### config.mk
export PLATFORM = sky130hd
export DESIGN_NAME = rtc_date_counter
export DESIGN_NICKNAME = d
export VERILOG_FILES = /design/src/rtl/rtc_cal_pkg.sv /design/src/rtl/deco_dias_mes.sv /design/src/rtl/rtc_date_counter.sv
export SDC_FILE = /design/constraint.sdc
export NUM_CORES = 1
export LEC_CHECK = 0
export ABC_AREA = 1
export ABC_CLOCK_PERIOD_IN_PS = 4200
export CORE_MARGIN = 2
export CORE_UTILIZATION = 50
export CTS_CLUSTER_SIZE = 20
export DETAILED_ROUTE_END_ITERATION = 10
export HOLD_SLACK_MARGIN = 0.12
export PLACE_DENSITY = 0.84
export SETUP_SLACK_MARGIN = 0.3
export SYNTH_ARGS = -nofsm -noshare
export SYNTH_HDL_FRONTEND = slang
export SYNTH_SLANG_ARGS = --single-unit
export TNS_END_PERCENT = 50
### constraint.sdc
create_clock -name Clock -period 4.2 [get_ports Clock]
set_input_delay 0.42 -clock Clock [delete_from_list [all_inputs] [get_ports Clock]]
set_output_delay 0.42 -clock Clock [all_outputs]
set_load 0.03 [all_outputs]
### src/rtl/rtc_cal_pkg.sv
// rtl/rtc_cal_pkg.sv - calendar types, field/month constants and BCD/month-length helpers
package rtc_cal_pkg;

    typedef enum logic [1:0] {
        ST_IDLE,
        ST_CHECK,
        ST_APPLY,
        ST_WAIT_LOW
    } load_state_t;

    localparam logic [1:0] SEL_DAY   = 2'd0;
    localparam logic [1:0] SEL_MONTH = 2'd1;
    localparam logic [1:0] SEL_YEAR  = 2'd2;
    localparam logic [1:0] SEL_RSVD  = 2'd3;

    localparam logic [3:0] MONTH_JAN = 4'd1;
    localparam logic [3:0] MONTH_FEB = 4'd2;
    localparam logic [3:0] MONTH_APR = 4'd4;
    localparam logic [3:0] MONTH_JUN = 4'd6;
    localparam logic [3:0] MONTH_SEP = 4'd9;
    localparam logic [3:0] MONTH_NOV = 4'd11;
    localparam logic [3:0] MONTH_DEC = 4'd12;

    localparam int DAY_W   = 5;
    localparam int MONTH_W = 4;
    localparam int YEAR_W  = 7;

    // Only meaningful for 0..99, which covers every calendar field.
    function automatic logic [7:0] bin2bcd(input logic [7:0] v);
        return ((v / 8'd10) << 4) | (v % 8'd10);
    endfunction

    function automatic logic [7:0] bcd2bin(input logic [7:0] v);
        return ({4'd0, v[7:4]} * 8'd10) + {4'd0, v[3:0]};
    endfunction

    function automatic logic [DAY_W-1:0] days_in_month(input logic [MONTH_W-1:0] m, input logic leap);
        logic [DAY_W-1:0] len;
        case (m)
            MONTH_APR, MONTH_JUN, MONTH_SEP, MONTH_NOV: len = 5'd30;
            MONTH_FEB:                                  len = leap ? 5'd29 : 5'd28;
            default:                                    len = 5'd31;
        endcase
        return len;
    endfunction

endpackage

### src/rtl/deco_dias_mes.sv
// rtl/deco_dias_mes.sv - combinational month + leap flag to month length (binary)
module deco_dias_mes
    import rtc_cal_pkg::*;
(
    input  logic [MONTH_W-1:0] month,
    input  logic               leap,
    output logic [DAY_W-1:0]   dias
);

    assign dias = days_in_month(month, leap);

endmodule

### src/rtl/rtc_date_counter.sv
// rtl/rtc_date_counter.sv - RTC day/month/year counter with leap-aware month length and validated field load
module rtc_date_counter
    import rtc_cal_pkg::*;
#(
    parameter int BCD_OUT   = 1,
    parameter int YEAR_SPAN = 100,
    parameter int DATA_W    = 8
) (
    input  logic              Clock,
    input  logic              Reset,
    input  logic              Inc_day,
    input  logic              Load,
    input  logic [1:0]        Load_sel,
    input  logic [DATA_W-1:0] Load_dato,
    output logic              Load_ack,
    output logic              Load_err,
    output logic [DATA_W-1:0] Dia,
    output logic [DATA_W-1:0] Mes,
    output logic [DATA_W-1:0] Anio,
    output logic [DATA_W-1:0] Dias_mes,
    output logic              Anio_wrap
);

    load_state_t state, state_n;

    logic [DAY_W-1:0]   day, day_n, cur_len, cand_len, new_len;
    logic [MONTH_W-1:0] month, month_n, cand_month;
    logic [YEAR_W-1:0]  year, year_n, cand_year;
    logic [1:0]         cap_sel;
    logic [DATA_W-1:0]  cap_dato, val;
    logic               err_q, chk_err, bcd_bad;
    logic               pending, busy, drain, inc_do, wrap_n;

    function automatic logic [DATA_W-1:0] fmt(input logic [7:0] v);
        return (BCD_OUT != 0) ? DATA_W'(bin2bcd(v)) : DATA_W'(v);
    endfunction

    deco_dias_mes u_deco_cur (
        .month (month),
        .leap  (year[1:0] == 2'b00),
        .dias  (cur_len)
    );

    // Length of the month the date would land in if the captured load were applied.
    deco_dias_mes u_deco_cand (
        .month (cand_month),
        .leap  (cand_year[1:0] == 2'b00),
        .dias  (cand_len)
    );

    always_comb begin
        bcd_bad    = (BCD_OUT != 0) &&
                     (cap_dato[3:0] > 4'd9 || cap_dato[7:4] > 4'd9 || (cap_dato >> 8) != '0);
        val        = (BCD_OUT != 0) ? DATA_W'(bcd2bin(cap_dato[7:0])) : cap_dato;
        cand_month = (cap_sel == SEL_MONTH) ? val[MONTH_W-1:0] : month;
        cand_year  = (cap_sel == SEL_YEAR)  ? val[YEAR_W-1:0]  : year;
        chk_err    = bcd_bad;
        case (cap_sel)
            SEL_DAY:   if (val == '0 || val > DATA_W'(cur_len))   chk_err = 1'b1;
            SEL_MONTH: if (val == '0 || val > DATA_W'(MONTH_DEC)) chk_err = 1'b1;
            SEL_YEAR:  if (val >= DATA_W'(YEAR_SPAN))             chk_err = 1'b1;
            SEL_RSVD:  chk_err = 1'b1;
            default:   chk_err = 1'b1;
        endcase
    end

    always_ff @(posedge Clock or negedge Reset) begin
        if (!Reset) state <= ST_IDLE;
        else        state <= state_n;
    end

    always_comb begin
        state_n = state;
        case (state)
            ST_IDLE:     if (Load) state_n = ST_CHECK;
            ST_CHECK:    state_n = ST_APPLY;
            ST_APPLY:    state_n = ST_WAIT_LOW;
            ST_WAIT_LOW: if (!Load) state_n = ST_IDLE;
            default:     state_n = ST_IDLE;
        endcase
    end

    // A held-off increment drains once the date is no longer being validated or written.
    always_comb begin
        busy   = (state != ST_IDLE) || Load;
        drain  = pending && (state == ST_WAIT_LOW || (state == ST_IDLE && !Load));
        inc_do = drain || (Inc_day && state == ST_IDLE && !Load);
    end

    always_ff @(posedge Clock or negedge Reset) begin
        if (!Reset) begin
            cap_sel  <= SEL_DAY;
            cap_dato <= '0;
            err_q    <= 1'b0;
            pending  <= 1'b0;
        end else begin
            if (state == ST_IDLE && Load) begin
                cap_sel  <= Load_sel;
                cap_dato <= Load_dato;
            end
            if (state == ST_CHECK) err_q <= chk_err;
            if (drain)               pending <= Inc_day && busy;
            else if (Inc_day && busy) pending <= 1'b1;
        end
    end

    always_comb begin
        day_n   = day;
        month_n = month;
        year_n  = year;
        wrap_n  = 1'b0;
        if (state == ST_APPLY && !err_q) begin
            case (cap_sel)
                SEL_DAY:   day_n   = val[DAY_W-1:0];
                SEL_MONTH: month_n = val[MONTH_W-1:0];
                SEL_YEAR:  year_n  = val[YEAR_W-1:0];
                default:   ;
            endcase
            if (day_n > cand_len) day_n = cand_len;
        end else if (inc_do) begin
            if (day < cur_len) begin
                day_n = day + 5'd1;
            end else begin
                day_n = 5'd1;
                if (month == MONTH_DEC) begin
                    month_n = MONTH_JAN;
                    if (year == YEAR_W'(YEAR_SPAN - 1)) begin
                        year_n = '0;
                        wrap_n = 1'b1;
                    end else begin
                        year_n = year + 7'd1;
                    end
                end else begin
                    month_n = month + 4'd1;
                end
            end
        end
        new_len = days_in_month(month_n, year_n[1:0] == 2'b00);
    end

    always_ff @(posedge Clock or negedge Reset) begin
        if (!Reset) begin
            day       <= 5'd1;
            month     <= MONTH_JAN;
            year      <= '0;
            Dia       <= fmt(8'd1);
            Mes       <= fmt(8'd1);
            Anio      <= fmt(8'd0);
            Dias_mes  <= fmt(8'd31);
            Load_ack  <= 1'b0;
            Load_err  <= 1'b0;
            Anio_wrap <= 1'b0;
        end else begin
            day       <= day_n;
            month     <= month_n;
            year      <= year_n;
            Dia       <= fmt(8'(day_n));
            Mes       <= fmt(8'(month_n));
            Anio      <= fmt(8'(year_n));
            Dias_mes  <= fmt(8'(new_len));
            Load_ack  <= (state == ST_APPLY);
            Load_err  <= (state == ST_APPLY) && err_q;
            Anio_wrap <= wrap_n;
        end
    end

endmodule
==> impl_metrics.ini, run 1 <==
[worst_setup_path]
end_kind = flip-flop
critPathArrivalTime_ns = 4.01
critPathMaxStageDelay_ns = 0.50
rrSetupSlack_ns = 0.41
path_cells = ha_4, fa_2, inv_2, nor2_1, a21oi_2, nand2_2, nor3_4, buf_4, ha_1, inv_1, nor2_1, o21ai_0, inv_1, nand3_2, inv_1, or2_4, a32oi_4, inv_2, o21ai_2, o21ai_4, xor2_1
criticalPathCategory = flip-flop to flip-flop
crit_slowest_cell = fa_2
critPathMostFrequentCell = inv_1
startpoint_type = flip-flop
required_ns = 4.42
worstPathMaxFanout = 6

[routing]
drtAntennaViolNets = 0
wirelength_mm = 9.532
vias = 3686
met1Wirelength_mm = 3.933
vias_per_cell = 5.453
top_layer = met4
drt-wirelength-per-cell_um = 14.10
initialDrtViolationCount = 389
wl_met2_mm = 4.621
wl_met3_um = 707
dr.pass1.iters = 5
drc = 0

[grt]
grt_pass1_vias = 3364
antenna_found_initial = 0
grt-ovfl-total = 0
grt_max_degree = 59
grt_pass1_wl_mm = 14.89
grtUsageTotal_pct = 21.38

[clocking]
clock_path_buffers = 2
numCtsBuffers = 9
clock_latency_ns = 0.35
cts_sinks = 58
postCtsHoldBufs = 0
clkSlewWorstSetupHoldPaths_ns = 0.07
htree_num_levels = 3
cts-root-buf = clkbuf_8
cts_tree = done

[yosys]
ys_seq_area_share_pct = 36.28
synth.top_cells.by_area = dfrtp_1 34%, ha_1 9.0%, nand2_1 8.0%, inv_1 7.1%, o21ai_0 5.9%
synth.largest_area_cell = dfrtp_1
yosys_most_used_dff = dfrtp_1
synth.top_cell.area_share_pct = 33.67
syn-cell-area_um2 = 4014
yosysUniqueCellTypes = 45
async_reset_ff_share_pct = 100.0
yosysWarnings = 0
synth_seq_cells = 58
synth-edff-count = 0
syn_inst = 504
syn_area_per_cell_um2 = 7.964
synthTopCellsByCount = 86 x nand2_1, 76 x inv_1, 54 x dfrtp_1
synth_most_common_cell = nand2_1

[finish]
seqCellArea_um2 = 1461
diodes = 0
nFillCells = 611
drive_gt1_share_pct = 22.30
area_growth_pct = 26.34
nets = 614
multi_input_area_um2 = 2369

[sta]
fin_ws_ns = 0.4122
setup_viol = 0
maxSlewHeadroom_pct = 42.22
tightestPinTransition_ns = 0.8577
grt_setup_unrepaired = no
final_hold_viol_count = 0
finalCritPeriodShare_pct = 90.19
worst_clock_skew_ns = 0.01095
timing.fmax_mhz = 264.0
slew_viol_final = 0
finalCriticalPeriod_ns = 3.788

[placement]
dp_slack_ns = -0.07111
hpwl_mm = 6.458
io_buffers = 46
place_congestion = 1.008

[floorplan]
core_area_um2 = 7767
placementRows = 32
die_area_um2 = 8760
start_util_pct = 51.68
chipHeight_um = 93.60
die_w_um = 93.60
io_pins = 49

[hold_path]
hold_path.class = primary input to async pin

[outcome]
status = complete, no violations

[flow_run]
max_cap_violations = 0
## sequential cells by signal (all words and copies together), names as in the netlist
register	cells
Anio	7
Anio_wrap	1
Dia	7
Dias_mes	4
Load_ack	1
Load_err	1
Mes	7
cap_dato	8
cap_sel	2
day	5
err_q	1
month	4
pending	1
state	2
year	7
## cells by family after synthesis
group | after synthesis | share of synthesized area (%)
flip-flops | 58 | 36.28
XOR/XNOR | 7 | 1.527
AO/OA/AOI/OAI | 95 | 13.90
other | 2 | 0.1871
AND/OR/NAND/NOR | 205 | 25.94
buffers and inverters | 98 | 9.913
adder cells (fa/ha/maj) | 32 | 10.29
multiplexers | 7 | 1.964
## area by class of cell
class	count	share of cell area, %
Multi-Input combinational cell	351	46.71
Sequential cell	58	28.82
Timing Repair Buffer	63	11.50
Inverter	86	6.415
Clock buffer	12	3.059
Tap cell	102	2.517
Clock inverter	4	0.9869
## layout by cell type (no fill, tap or decap), types with 16 or more instances in the layout
cell,n
a21oi_1,16
nand2_1,83
o21ai_0,44
nand3_1,26
ha_1,22
buf_4,17
inv_1,73
clkdlybuf4s50_1,45
dfrtp_1,50
nor2_1,33
## stage by stage
step           setup TNS, ns  instances  hold WS [ns]  utilization (%)  cell area, µm²
6_report                   0        676        0.1989            65.29            5071
4_1_cts                    0        662        0.2324            61.90            4808
2_1_floorplan              0        507        0.1244                -            4025
5_1_grt                    0        676        0.2771            65.29            5071
3_3_place_gp               0        646        0.5037            58.68            4558
3_5_place_dp        -0.07111        646        0.5118            58.68            4558
## path summary, 6_finish.rpt
check	end	depth (start not counted)	start
max	Dia[1]$_DFF_PN0_	21	cap_dato[4]$_DFFE_PN0P_
min	cap_dato[0]$_DFFE_PN0P_	2	Reset
max reg2reg	Dia[1]$_DFF_PN0_	21	cap_dato[4]$_DFFE_PN0P_
min reg2reg	Load_err$_DFF_PN0_	2	err_q$_DFFE_PN0N_
max in group asynchronous	cap_dato[4]$_DFFE_PN0P_	2	Reset
min in group Clock	Load_err$_DFF_PN0_	2	err_q$_DFFE_PN0N_
## critical path: cells and delay by family, from the launching register on
family | cells | cell delay (ns)
AND/OR/NAND/NOR | 6 | 0.73
AO/OA/AOI/OAI | 5 | 0.85
adder cells (fa/ha/maj) | 3 | 0.92
flip-flops | 1 | 0.46
buffers and inverters | 6 | 0.54
XOR/XNOR | 1 | 0.16
## per-layer routing
metal / global-route usage (%) / vias to the layer above
met3: 4.110 / 39
li1: - / 1770
met5: 0 / -
met2: 34.77 / 172
met4: 9.662 / 0
met1: 27.65 / 1705
## what timing repair did
item / 4_1_cts / 5_1_grt
endpoints found under the setup margin: 6 / 10
pin swaps: 0 / 17
gates resized for setup: 10 / 35
setup buffers: 0 / 14
endpoints found under the hold margin: 0 / 0
Power of run 1 is not shown: default switching activity piles up to over one toggle a cycle in this logic, so the estimate is an artifact.
==> run 2, diff against run 1 <==
--- a/config.mk
+++ b/config.mk
@@ -5,11 +5,10 @@
 export SDC_FILE = /design/constraint.sdc
 export NUM_CORES = 1
 export LEC_CHECK = 0
-export ABC_AREA = 1
 export ABC_CLOCK_PERIOD_IN_PS = 4200
 export CORE_MARGIN = 2
 export CORE_UTILIZATION = 50
-export CTS_CLUSTER_SIZE = 20
+export CTS_CLUSTER_SIZE = 24
 export DETAILED_ROUTE_END_ITERATION = 10
 export HOLD_SLACK_MARGIN = 0.12
 export PLACE_DENSITY = 0.84
==> impl_metrics.ini, run 2 <==
[floorplan]
die_area_um2 = 9001
placementRows = 33
chipHeight_um = 94.88
die_w_um = 94.88
io_pins = 49
start_util_pct = 51.02
core_area_um2 = 8093

[sta]
setup_viol = 0
slew_viol_final = 0
finalCritPeriodShare_pct = 98.28
grt_setup_unrepaired = yes
final_hold_viol_count = 0
worst_clock_skew_ns = 0.01071
tightestPinTransition_ns = 0.7533
timing.fmax_mhz = 242.3
finalCriticalPeriod_ns = 4.128
maxSlewHeadroom_pct = 49.78

[grt]
grtUsageTotal_pct = 24.61
antenna_found_initial = 0
grt_max_degree = 59
grt-ovfl-total = 0
grt_pass1_wl_mm = 17.47
grt_pass1_vias = 3773

[finish]
final_common_cell = dfrtp_1
nFillCells = 671
seqCellArea_um2 = 1456
multi_input_area_um2 = 2526
area_growth_pct = 23.55
largest_reg_flops = 8
drive_gt1_share_pct = 18.44
layout_common_cells = 54 x dfrtp_1, 45 x clkdlybuf4s50_1, 35 x nand2_1
diodes = 0
design_area_um2 = 5101
nets = 566
regMostFlops = cap_dato

[routing]
initialDrtViolationCount = 242
drtAntennaViolNets = 0
vias = 3843
wirelength_mm = 10.46
drc = 0
vias_per_cell = 6.090
dr.pass1.iters = 6
drt-wirelength-per-cell_um = 16.57

[yosys]
yosysUniqueCellTypes = 74
synth.top_cells.by_area = dfrtp_1 33%, ha_1 8.8%, mux2_2 3.5%, o21ai_0 3.4%, nand2_1 3.2%
async_reset_ff_share_pct = 100.0
synth.largest_area_cell = dfrtp_1
synth-edff-count = 0
synth_most_common_cell = dfrtp_1
yosysWarnings = 0
ys_seq_area_share_pct = 35.27
syn-cell-area_um2 = 4129
syn_inst = 457
synthTopCellsByCount = 54 x dfrtp_1, 35 x nand2_1, 35 x nor2_1
synth.top_cell.area_share_pct = 32.73
yosys_most_used_dff = dfrtp_1
synth_seq_cells = 58
syn_area_per_cell_um2 = 9.035

[worst_setup_path]
worstPathMaxFanout = 3
rrSetupSlack_ns = 0.07
criticalPathCategory = flip-flop to flip-flop
startpoint_type = flip-flop
required_ns = 4.46
end_kind = flip-flop
critPathArrivalTime_ns = 4.39

[flow_run]
max_cap_violations = 0

[clocking]
clock_path_buffers = 2
clkSlewWorstSetupHoldPaths_ns = 0.07
clock_latency_ns = 0.35
numCtsBuffers = 9
cts_tree = done
postCtsHoldBufs = 0
htree_num_levels = 3
cts-root-buf = clkbuf_8
cts_sinks = 58

[outcome]
status = complete, no violations

[placement]
dpl-instance-area_um2 = 4812
io_buffers = 46
place_congestion = 0.9262
hpwl_mm = 7.296

[hold_path]
hold_path.class = primary input to async pin
==> run 2: cell types whose count changed in the layout (fill, tap and decap cells not counted), sizes merged, moves of 8 or more <==
cell / previous run / this run
buf: 18 / 35
nand2b: 0 / 8
a21o: 0 / 8
o21ai: 57 / 31
nand2: 108 / 35
inv: 86 / 23
a31oi: 0 / 10
nand3: 36 / 22
==> run 2: layout make-up <==
class                           instances  area share, %
Tap cell                              105          2.575
Inverter                               25          1.938
Multi-Input combinational cell        347          49.52
Sequential cell                        58          28.55
Timing Repair Buffer                   80          14.01
Clock inverter                          3         0.2943
Clock buffer                           13          3.115
==> run 2: logic make-up after synthesis <==
logic type	count (synthesis)	synth area share, %
compound gates	136	23.39
xor+xnor	9	1.909
simple gates	144	17.49
other cells	2	0.1819
mux	19	5.000
flops	58	35.27
fa+ha+maj	34	10.52
buf+inv	55	6.242
==> run 2: per-layer routing <==
metal / vias to the layer above / track usage [%] / part of all wire (%)
met4: 0 / 6.884 / 1.3
li1: 1797 / - / -
met5: - / 0 / 0
met1: 1866 / 30.33 / 41
met3: 16 / 6.943 / 6.9
met2: 164 / 42.08 / 51
==> run 2: critical path, cell delays in order (launching register included) <==
cell and delay, ns:
dfrtp_1 0.41, ha_4 0.26, ha_4 0.16, fa_2 0.56, o211ai_1 0.13, or4_1 0.42, a31oi_1 0.21, a31o_2 0.16
nor2_4 0.05, inv_2 0.08, nor2_1 0.05, nor4b_2 0.20, a311oi_1 0.09, ha_2 0.22, o21ai_2 0.08, nor4_1 0.06
or4_1 0.49, a22o_1 0.22, o31ai_1 0.18
==> run 2: final timing paths <==
check,start,cells past startpoint,to
setup / recovery,cap_dato[7]$_DFFE_PN0P_,18,Anio[5]$_DFF_PN0_
hold / removal,Reset,2,cap_sel[1]$_DFFE_PN0P_
setup reg to reg,cap_dato[7]$_DFFE_PN0P_,18,Anio[5]$_DFF_PN0_
hold reg to reg,pending$_DFFE_PN0P_,2,pending$_DFFE_PN0P_
max in group asynchronous,Reset,2,Dias_mes[3]$_DFF_PN0_
min in group Clock,pending$_DFFE_PN0P_,2,pending$_DFFE_PN0P_
==> run 2: what timing repair did <==
action	in CTS	in global routing
endpoints found under the setup margin	1	9
resized for setup	2	19
pin swaps	3	5
buffers inserted	0	3
gates cloned	0	0
==> run 2: per-stage QoR <==
step / utilization [%] / TNS (ns) / std cells / hold slack, ns / worst slack (ns)
floorplan: - / 0 / 460 / 0.1244 / 0.01513
global placement: 59.46 / 0 / 612 / 0.5167 / 0.08090
detailed placement: 59.46 / -0.05040 / 612 / 0.5248 / -0.05040
CTS: 61.72 / -0.008556 / 628 / 0.2436 / -0.008556
global route: 63.03 / -0.1604 / 631 / 0.3041 / -0.1604
finish: 63.03 / 0 / 631 / 0.2209 / 0.07213
Power of run 2 is left out for the same reason.
==> run 3, diff against run 2 <==
--- a/config.mk
+++ b/config.mk
@@ -6,6 +6,7 @@
 export NUM_CORES = 1
 export LEC_CHECK = 0
 export ABC_CLOCK_PERIOD_IN_PS = 4200
+export CAP_MARGIN = 20
 export CORE_MARGIN = 2
 export CORE_UTILIZATION = 50
 export CTS_CLUSTER_SIZE = 24
==> results of run 3 <==
No change in the layout: final DEF, timing and power equal those of run 2.
Power of run 3 is left out for the same reason.
